==> config.mk <==
export PLATFORM = sky130hd
export DESIGN_NAME = led_pwm_fader_flat
export DESIGN_NICKNAME = d
export VERILOG_FILES = /design/src/rtl/led_pwm_fader_if.sv /design/src/rtl/led_pwm_fader.sv /design/src/flat_wrapper.sv
export SDC_FILE = /design/constraint.sdc
export NUM_CORES = 1
export LEC_CHECK = 0
export BUFFER_PORTS_ARGS = -buffer_cell sky130_fd_sc_hd__buf_2
export CAP_MARGIN = 0
export CORE_MARGIN = 5
export CORE_UTILIZATION = 60
export CTS_BUF_LIST = sky130_fd_sc_hd__clkbuf_2
export CTS_CLUSTER_SIZE = 24
export DETAILED_ROUTE_END_ITERATION = 8
export GPL_ROUTABILITY_DRIVEN = 0
export GPL_TIMING_DRIVEN = 1
export MAX_ROUTING_LAYER = met4
export PLACE_DENSITY = 0.8
export SETUP_SLACK_MARGIN = 0.4
export SYNTH_ARGS = -nofsm -noshare
export SYNTH_HDL_FRONTEND = slang
export SYNTH_SLANG_ARGS = --single-unit
export TNS_END_PERCENT = 20
==> constraint.sdc <==
create_clock -name sys_clk -period 1.73 [get_ports sys_clk]
set_clock_uncertainty 0.15 [all_clocks]
set_input_delay 0.0865 -clock sys_clk [delete_from_list [all_inputs] [get_ports sys_clk]]
set_output_delay 0.0865 -clock sys_clk [all_outputs]
set_load 0.01 [all_outputs]
==> src/rtl/led_pwm_fader_if.sv <==
// led_pwm_fader_if: LED target pattern in, PWM drive and per-channel fade status out.
interface led_pwm_fader_if;
    logic [1:0] led_in;
    logic [1:0] led_out;
    logic [1:0] busy;
    modport master (output led_in, input led_out, busy);
    modport slave  (input led_in, output led_out, busy);
endinterface

==> src/rtl/led_pwm_fader.sv <==
// led_pwm_fader: two-channel LED PWM driver with glitch-free duty updates and optional
// linear fade ramps between off and MAX_DUTY, enabled by defining LED_FADE_EN.
module led_pwm_fader #(
    parameter int PWM_DIV   = 10,
    parameter int PWM_STEPS = 100,
    parameter int MAX_DUTY  = 100,
    parameter int FADE_TICK = 25000
) (
    input logic             sys_clk,
    input logic             sys_rst_n,
    led_pwm_fader_if.slave  bus
);
    localparam int PW = $clog2(PWM_DIV + 1);
    localparam int CW = $clog2(PWM_STEPS + 1);
    localparam logic [1:0] OFF = 2'd0;
    localparam logic [1:0] ON  = 2'd2;
    localparam logic [CW-1:0] MAXD = CW'(MAX_DUTY);

    logic [1:0]    tgt;
    logic [PW-1:0] pre;
    logic [CW-1:0] pwm_cnt;
    logic [CW-1:0] ramp [2];
    logic [CW-1:0] ramp_nxt [2];
    logic [CW-1:0] shadow [2];
    logic [1:0]    state [2];
    logic [1:0]    state_nxt [2];
    logic          pre_wrap, period_wrap;

    assign pre_wrap    = pre == PW'(PWM_DIV - 1);
    assign period_wrap = pre_wrap && pwm_cnt == CW'(PWM_STEPS - 1);

`ifdef LED_FADE_EN
    localparam int TW = $clog2(FADE_TICK + 1);
    localparam logic [1:0] FADE_UP   = 2'd1;
    localparam logic [1:0] FADE_DOWN = 2'd3;

    logic [TW-1:0] tick_cnt;
    logic          tick;

    assign tick = tick_cnt == TW'(FADE_TICK - 1);

    always_ff @(posedge sys_clk or negedge sys_rst_n)
        if (!sys_rst_n) tick_cnt <= '0;
        else tick_cnt <= tick ? '0 : tick_cnt + 1'b1;

    // A reversal that lands on an end stop settles directly instead of a one-cycle detour.
    always_comb begin
        for (int i = 0; i < 2; i++) begin
            state_nxt[i] = state[i];
            case (state[i])
                OFF:     state_nxt[i] = tgt[i] ? FADE_UP : OFF;
                FADE_UP: state_nxt[i] = !tgt[i] ? (ramp[i] == '0 ? OFF : FADE_DOWN)
                                                : (ramp[i] == MAXD ? ON : FADE_UP);
                ON:      state_nxt[i] = tgt[i] ? ON : FADE_DOWN;
                default: state_nxt[i] = tgt[i] ? (ramp[i] == MAXD ? ON : FADE_UP)
                                               : (ramp[i] == '0 ? OFF : FADE_DOWN);
            endcase
            ramp_nxt[i] = !tick ? ramp[i]
                        : (state_nxt[i] == FADE_UP && ramp[i] != MAXD) ? ramp[i] + 1'b1
                        : (state_nxt[i] == FADE_DOWN && ramp[i] != '0) ? ramp[i] - 1'b1
                        : ramp[i];
        end
    end

    assign bus.busy = {state[1] == FADE_UP || state[1] == FADE_DOWN,
                       state[0] == FADE_UP || state[0] == FADE_DOWN};
`else
    always_comb begin
        for (int i = 0; i < 2; i++) begin
            state_nxt[i] = tgt[i] ? ON : OFF;
            ramp_nxt[i]  = tgt[i] ? MAXD : '0;
        end
    end

    assign bus.busy = 2'b00;
`endif

    // Shadow follows ramp only at the period boundary so a period never sees two duties.
    always_ff @(posedge sys_clk or negedge sys_rst_n)
        if (!sys_rst_n) begin
            tgt         <= '0;
            pre         <= '0;
            pwm_cnt     <= '0;
            bus.led_out <= '0;
            for (int i = 0; i < 2; i++) begin
                state[i]  <= OFF;
                ramp[i]   <= '0;
                shadow[i] <= '0;
            end
        end else begin
            tgt     <= bus.led_in;
            pre     <= pre_wrap ? '0 : pre + 1'b1;
            pwm_cnt <= period_wrap ? '0 : pre_wrap ? pwm_cnt + 1'b1 : pwm_cnt;
            for (int i = 0; i < 2; i++) begin
                state[i]       <= state_nxt[i];
                ramp[i]        <= ramp_nxt[i];
                shadow[i]      <= period_wrap ? ramp[i] : shadow[i];
                bus.led_out[i] <= pwm_cnt < shadow[i];
            end
        end
endmodule

==> src/flat_wrapper.sv <==
// flat-port wrapper written by rule: the top's interface ports become plain ports
module led_pwm_fader_flat 
#(
    parameter int PWM_DIV   = 10,
    parameter int PWM_STEPS = 100,
    parameter int MAX_DUTY  = 100,
    parameter int FADE_TICK = 25000
)
  (sys_clk, sys_rst_n, bus_led_in, bus_led_out, bus_busy);
  led_pwm_fader_if bus_i ();
  input logic sys_clk;
  input logic sys_rst_n;
  input wire logic [$bits(bus_i.led_in)-1:0] bus_led_in;
  output wire logic [$bits(bus_i.led_out)-1:0] bus_led_out;
  output wire logic [$bits(bus_i.busy)-1:0] bus_busy;
  assign bus_i.led_in = bus_led_in;
  assign bus_led_out = bus_i.led_out;
  assign bus_busy = bus_i.busy;
  led_pwm_fader #(.PWM_DIV(PWM_DIV), .PWM_STEPS(PWM_STEPS), .MAX_DUTY(MAX_DUTY), .FADE_TICK(FADE_TICK)) u_core (.sys_clk(sys_clk), .sys_rst_n(sys_rst_n), .bus(bus_i));
endmodule
# Word-level counts from Yosys, hierarchy flattened

Cells that the tools add are included.

Reduce and logical (&&, ||, !) cells: 2
$mul: 0
$add $sub $neg: 2
$lt $le $gt $ge: 2
Bitwise logic cells: 0
Mux-type cells: 5
Eq/ne operators: 2
Shift-type cells: 0
Divide/modulo/power cells: 0

Operators by type and width:

| cell                  | number |
|---|---|
| $mux W7               | 4 |
| $lt A7 B7 Y1          | 2 |
| $add A7 B1 Y7 const B | 1 |
| $eq A7 B7 Y1 const B  | 1 |
| $add A4 B1 Y4 const B | 1 |
| $eq A4 B4 Y1 const B  | 1 |
| $mux W4               | 1 |
| $reduce_bool A2 Y1    | 1 |
| $logic_and A1 B1 Y1   | 1 |

Latch bits: 0
RAM bits: 0
ROM bits: 0
Input bits: 4
Bits in registers: 43
Memories: 0
Output and inout bits: 4
Word-level logic and storage cells: 21

# Depth between registers and ports, before layout

Word-level depth: 3
Gate-level depth with buffers: 4
Depth with buffers taken out: 4

# Least setup slack after synthesis

No wires, ideal clock.

Path type: flip-flop to flip-flop
From: register u_core.pwm_cnt[2]
To: register u_core.shadow[12] in the netlist's numbering
Buffers on the path: 0
Library setup time: 125 ps
Required time: 1455 ps
Data arrival time: 1319 ps
Cell stages (with the launch flop): 4
Slack: 136 ps
Clock period less this slack: 1594 ps
Cells stage by stage: dfrtp_1 > nor4b_4 > and4_4 > mux2_4

Cells in the longest elaborated chain, start to end: 2

Ends and longest elaborated chain:

| what                          | line                | source |
|---|---|---|
| start, declared               | led_pwm_fader.sv:21 | `logic [CW-1:0] pwm_cnt;` |
| start signal, assigned        | led_pwm_fader.sv:93 | `pwm_cnt <= period_wrap ? '0 : pre_wrap ? pwm_cnt + 1'b1 : pwm_cnt;` |
| $eq A7 B7 Y1                  | led_pwm_fader.sv:30 | `assign period_wrap = pre_wrap && pwm_cnt == CW'(PWM_STEPS - 1);` |
| $logic_and A1 B1 Y1           | led_pwm_fader.sv:30 |  |
| end signal, assigned by index | led_pwm_fader.sv:97 | `shadow[i] <= period_wrap ? ramp[i] : shadow[i];` |
| end, declared                 | led_pwm_fader.sv:24 | `logic [CW-1:0] shadow [2];` |

No other way between the ends.
A chain may end at the register's enable or synchronous reset.

# Worst setup path in the final report

Ends and elaborated chain as after synthesis.

==> flow_summary.yaml <==
power:
  ir_drop_v: 0.0005485
  seq_power_share_pct: 68.4
  leakagePower_nw: 0.5170
  p_sw_w: 0.0001410
  p_sw_share_pct: 21.43
  p_int_w: 0.0005171
  power.density_nw_per_um2: 629.9
  combPwrFrac_pct: 2.8
  pwr-share-clk_pct: 28.8
clock_network:
  clk_pin_slew_ns: 0.17
  clkSinkCount: 19
  clockBufferDepth: 2
  h-tree-depth: 1
  tritoncts: "done"
  numCtsBuffers: 3
  cts_root_buf: "clkbuf_2"
  clk_latency_ns: 0.30
synth:
  syn_area_per_cell_um2: 12.44
  synth_edf_count: 0
  synth_flop_cell: "dfrtp_1"
  syn_area_um2: 908.4
  synthArstFlopShare_pct: 100.0
  ys_ff_latch: 19
  synth_cell_types: 31
  ys.warnings.count: 0
  ys_seq_area_share_pct: 52.34
  synthCells: 73
setup_path:
  crit_end: "u_core.shadow[12]"
  cp_data_required_time_ns: 1.79
  path_cells: "nor4b_4 -> and4_4 -> mux2_4"
  reg2regPathDepth: 3
  r2r-start: "u_core.pwm_cnt[2]"
  r2r_slack_ns: 0.18
  worstSetupPathType: "register to register"
  reg2reg_to: "u_core.shadow[12]"
  arrival_ns: 1.61
  path_max_fanout: 7
  cp-end-kind: "register"
  critPathLaunch: "u_core.pwm_cnt[2]"
  crit_slowest_cell: "dfrtp_2"
  cpPeakStageDelay_ns: 0.49
  start_kind: "register"
timing:
  hold_viol_final: 0
  setup_viol: 0
  fmax_ghz: 0.6437
  finalCriticalPeriod_ns: 1.554
  min_period_over_period_pct: 89.80
  finalMaxSlewViolations: 0
  tns_ns: 0
  rsz0062_at_grt: "true"
placed_design:
  dpl_cell_area_um2: 953.4
  io_buffers: 5
  dpl.hpwl_um: 1054
global_routing:
  grt_pass1_wl_um: 2884
  use_met1_pct: 17.42
  antenna_found_initial: 0
  use_met3_pct: 3.058
  grt_usage_pct: 15.84
  grt_max_degree: 20
  gr-total-overflow: 0
  grt_most_used_layer: "met2"
  met2_usage_pct: 27.61
  grt_pass1_vias: 626
cells_and_area:
  multi_input_area_um2: 391.6
  fillers: 102
  seqCellArea_um2: 479.2
  nNetsFinal: 101
  drive_above_1_share_pct: 28.57
  syn_to_final_growth_pct: 15.01
  design_area_um2: 1045
  antenna_cells: 0
detailed_routing:
  drt_wl_total_um: 1661
  wl_per_cell_um: 15.52
  drc: 0
  drtAntennaViolNets: 0
  drtIter0Drc: 14
  avgViaCountPerCell: 5.794
  first_pass_iters: 5
  num_vias: 620
floorplan:
  io_pins: 8
  die_w_um: 48.91
  start_util_pct: 61.73
  rows: 14
  die_area_um2: 2392
  coreArea_um2: 1471
  dieHeight_um: 48.91
flow_run:
  drv_cap: 0
outcome:
  outcome: "completed"
min_path:
  min_path_type: "input pin to async pin"
-- area by class of cell --
cell class | count | share of cell area [%]
flip-flops and latches | 19 | 45.87
repair buffers | 16 | 11.02
inverters | 5 | 1.796
multi-input cells | 47 | 37.49
clock buffers | 4 | 1.916
well taps | 16 | 1.916
-- worst min-delay path by stage --
stage / from / end
after global placement: sys_rst_n / u_core.bus.led_out[1]
after CTS: sys_rst_n / u_core.bus.led_out[0]
after global routing: sys_rst_n / u_core.pre[2]
final: sys_rst_n / u_core.pwm_cnt[6]
after floorplan: sys_rst_n / u_core.bus.led_out[0]
after detailed placement: sys_rst_n / u_core.bus.led_out[0]
-- power groups by stage --
stage | clock, W | sequential [W] | combinational, W
3_3_place_gp | 0 | 0.000458 | 0.0000133
6_report | 0.000189 | 0.000450 | 0.0000186
5_1_grt | 0.000221 | 0.000451 | 0.0000218
2_1_floorplan | 0 | 0.000458 | 0.00000534
3_5_place_dp | 0 | 0.000458 | 0.0000136
4_1_cts | 0.000188 | 0.000450 | 0.0000188
-- metrics by stage --
step	worst slack, ns	hold slack (ns)	cells	total power, W	util [%]
final	0.1764	0.07182	107	0.0006581	71.00
after global routing	0.1188	0.09168	107	0.0006936	71.00
after CTS	0.1768	0.08756	107	0.0006570	70.92
after detailed placement	0.1472	-0.1070	95	0.0004720	64.80
after global placement	0.1979	-0.1128	95	0.0004715	64.80
after floorplan	0.1562	-0.3591	74	0.0004635	-
-- cells in the final DEF (no fill, tap or decap), types with 3 or more instances in the layout --
| cell | count |
|---|---|
| buf_2 | 5 |
| inv_1 | 5 |
| dfrtp_2 | 3 |
| nand4_1 | 3 |
| nand2_1 | 4 |
| dfrtp_1 | 16 |
| buf_4 | 8 |
| o21ai_0 | 4 |
| xnor2_1 | 3 |
| ha_1 | 5 |
| dlygate4sd3_1 | 3 |
| clkbuf_2 | 4 |
-- per-layer routing --
metal	vias up	part of all wire (%)
li1	302	-
met1	296	40
met2	16	54
met3	6	3.4
met4	0	1.9
met5	-	0
-- what timing repair did --
action | in CTS | in global routing
endpoints found under the hold margin | 21 | 0
hold buffers | 3 | 0
setup buffers | 5 | 0
gates resized for setup | 2 | 1
setup endpoints to repair | 10 | 10
-- flip-flops by register name, summed over array words and instances, names as in the netlist --
register and cells:
u_core.bus.led_out 2, u_core.pre 4, u_core.pwm_cnt 7, u_core.ramp 2
u_core.shadow 2, u_core.tgt 2
-- logic make-up after synthesis --
kind of cell,Yosys count,synth area share (%)
flip-flops,19,52.34
adder cells (fa/ha/maj),5,6.887
other,1,0.4128
multiplexers,4,5.510
AO/OA/AOI/OAI,16,12.95
AND/OR/NAND/NOR,17,14.05
buffers and inverters,8,4.958
XOR/XNOR,3,2.893
-- critical path, delay by kind of cell (launching register included) --
kind / cells / cell delay, ns
DFF: 1 / 0.49
muxes: 1 / 0.30
and+or+nand+nor: 2 / 0.52
-- Yosys cell counts (2+ instances only) --
cell type | n | area, um2
buf_4 | 2 | 15.01
a21boi_0 | 2 | 15.01
or2_2 | 2 | 12.51
inv_1 | 5 | 18.77
nand4_1 | 3 | 18.77
xnor2_1 | 3 | 26.28
mux2_4 | 2 | 30.03
o22ai_1 | 2 | 12.51
mux2i_1 | 2 | 20.02
nand2_1 | 4 | 15.01
dfrtp_1 | 19 | 475.5
ha_1 | 5 | 62.56
o21ai_0 | 4 | 20.02
Note: power is estimated with default switching activity, not from simulation.
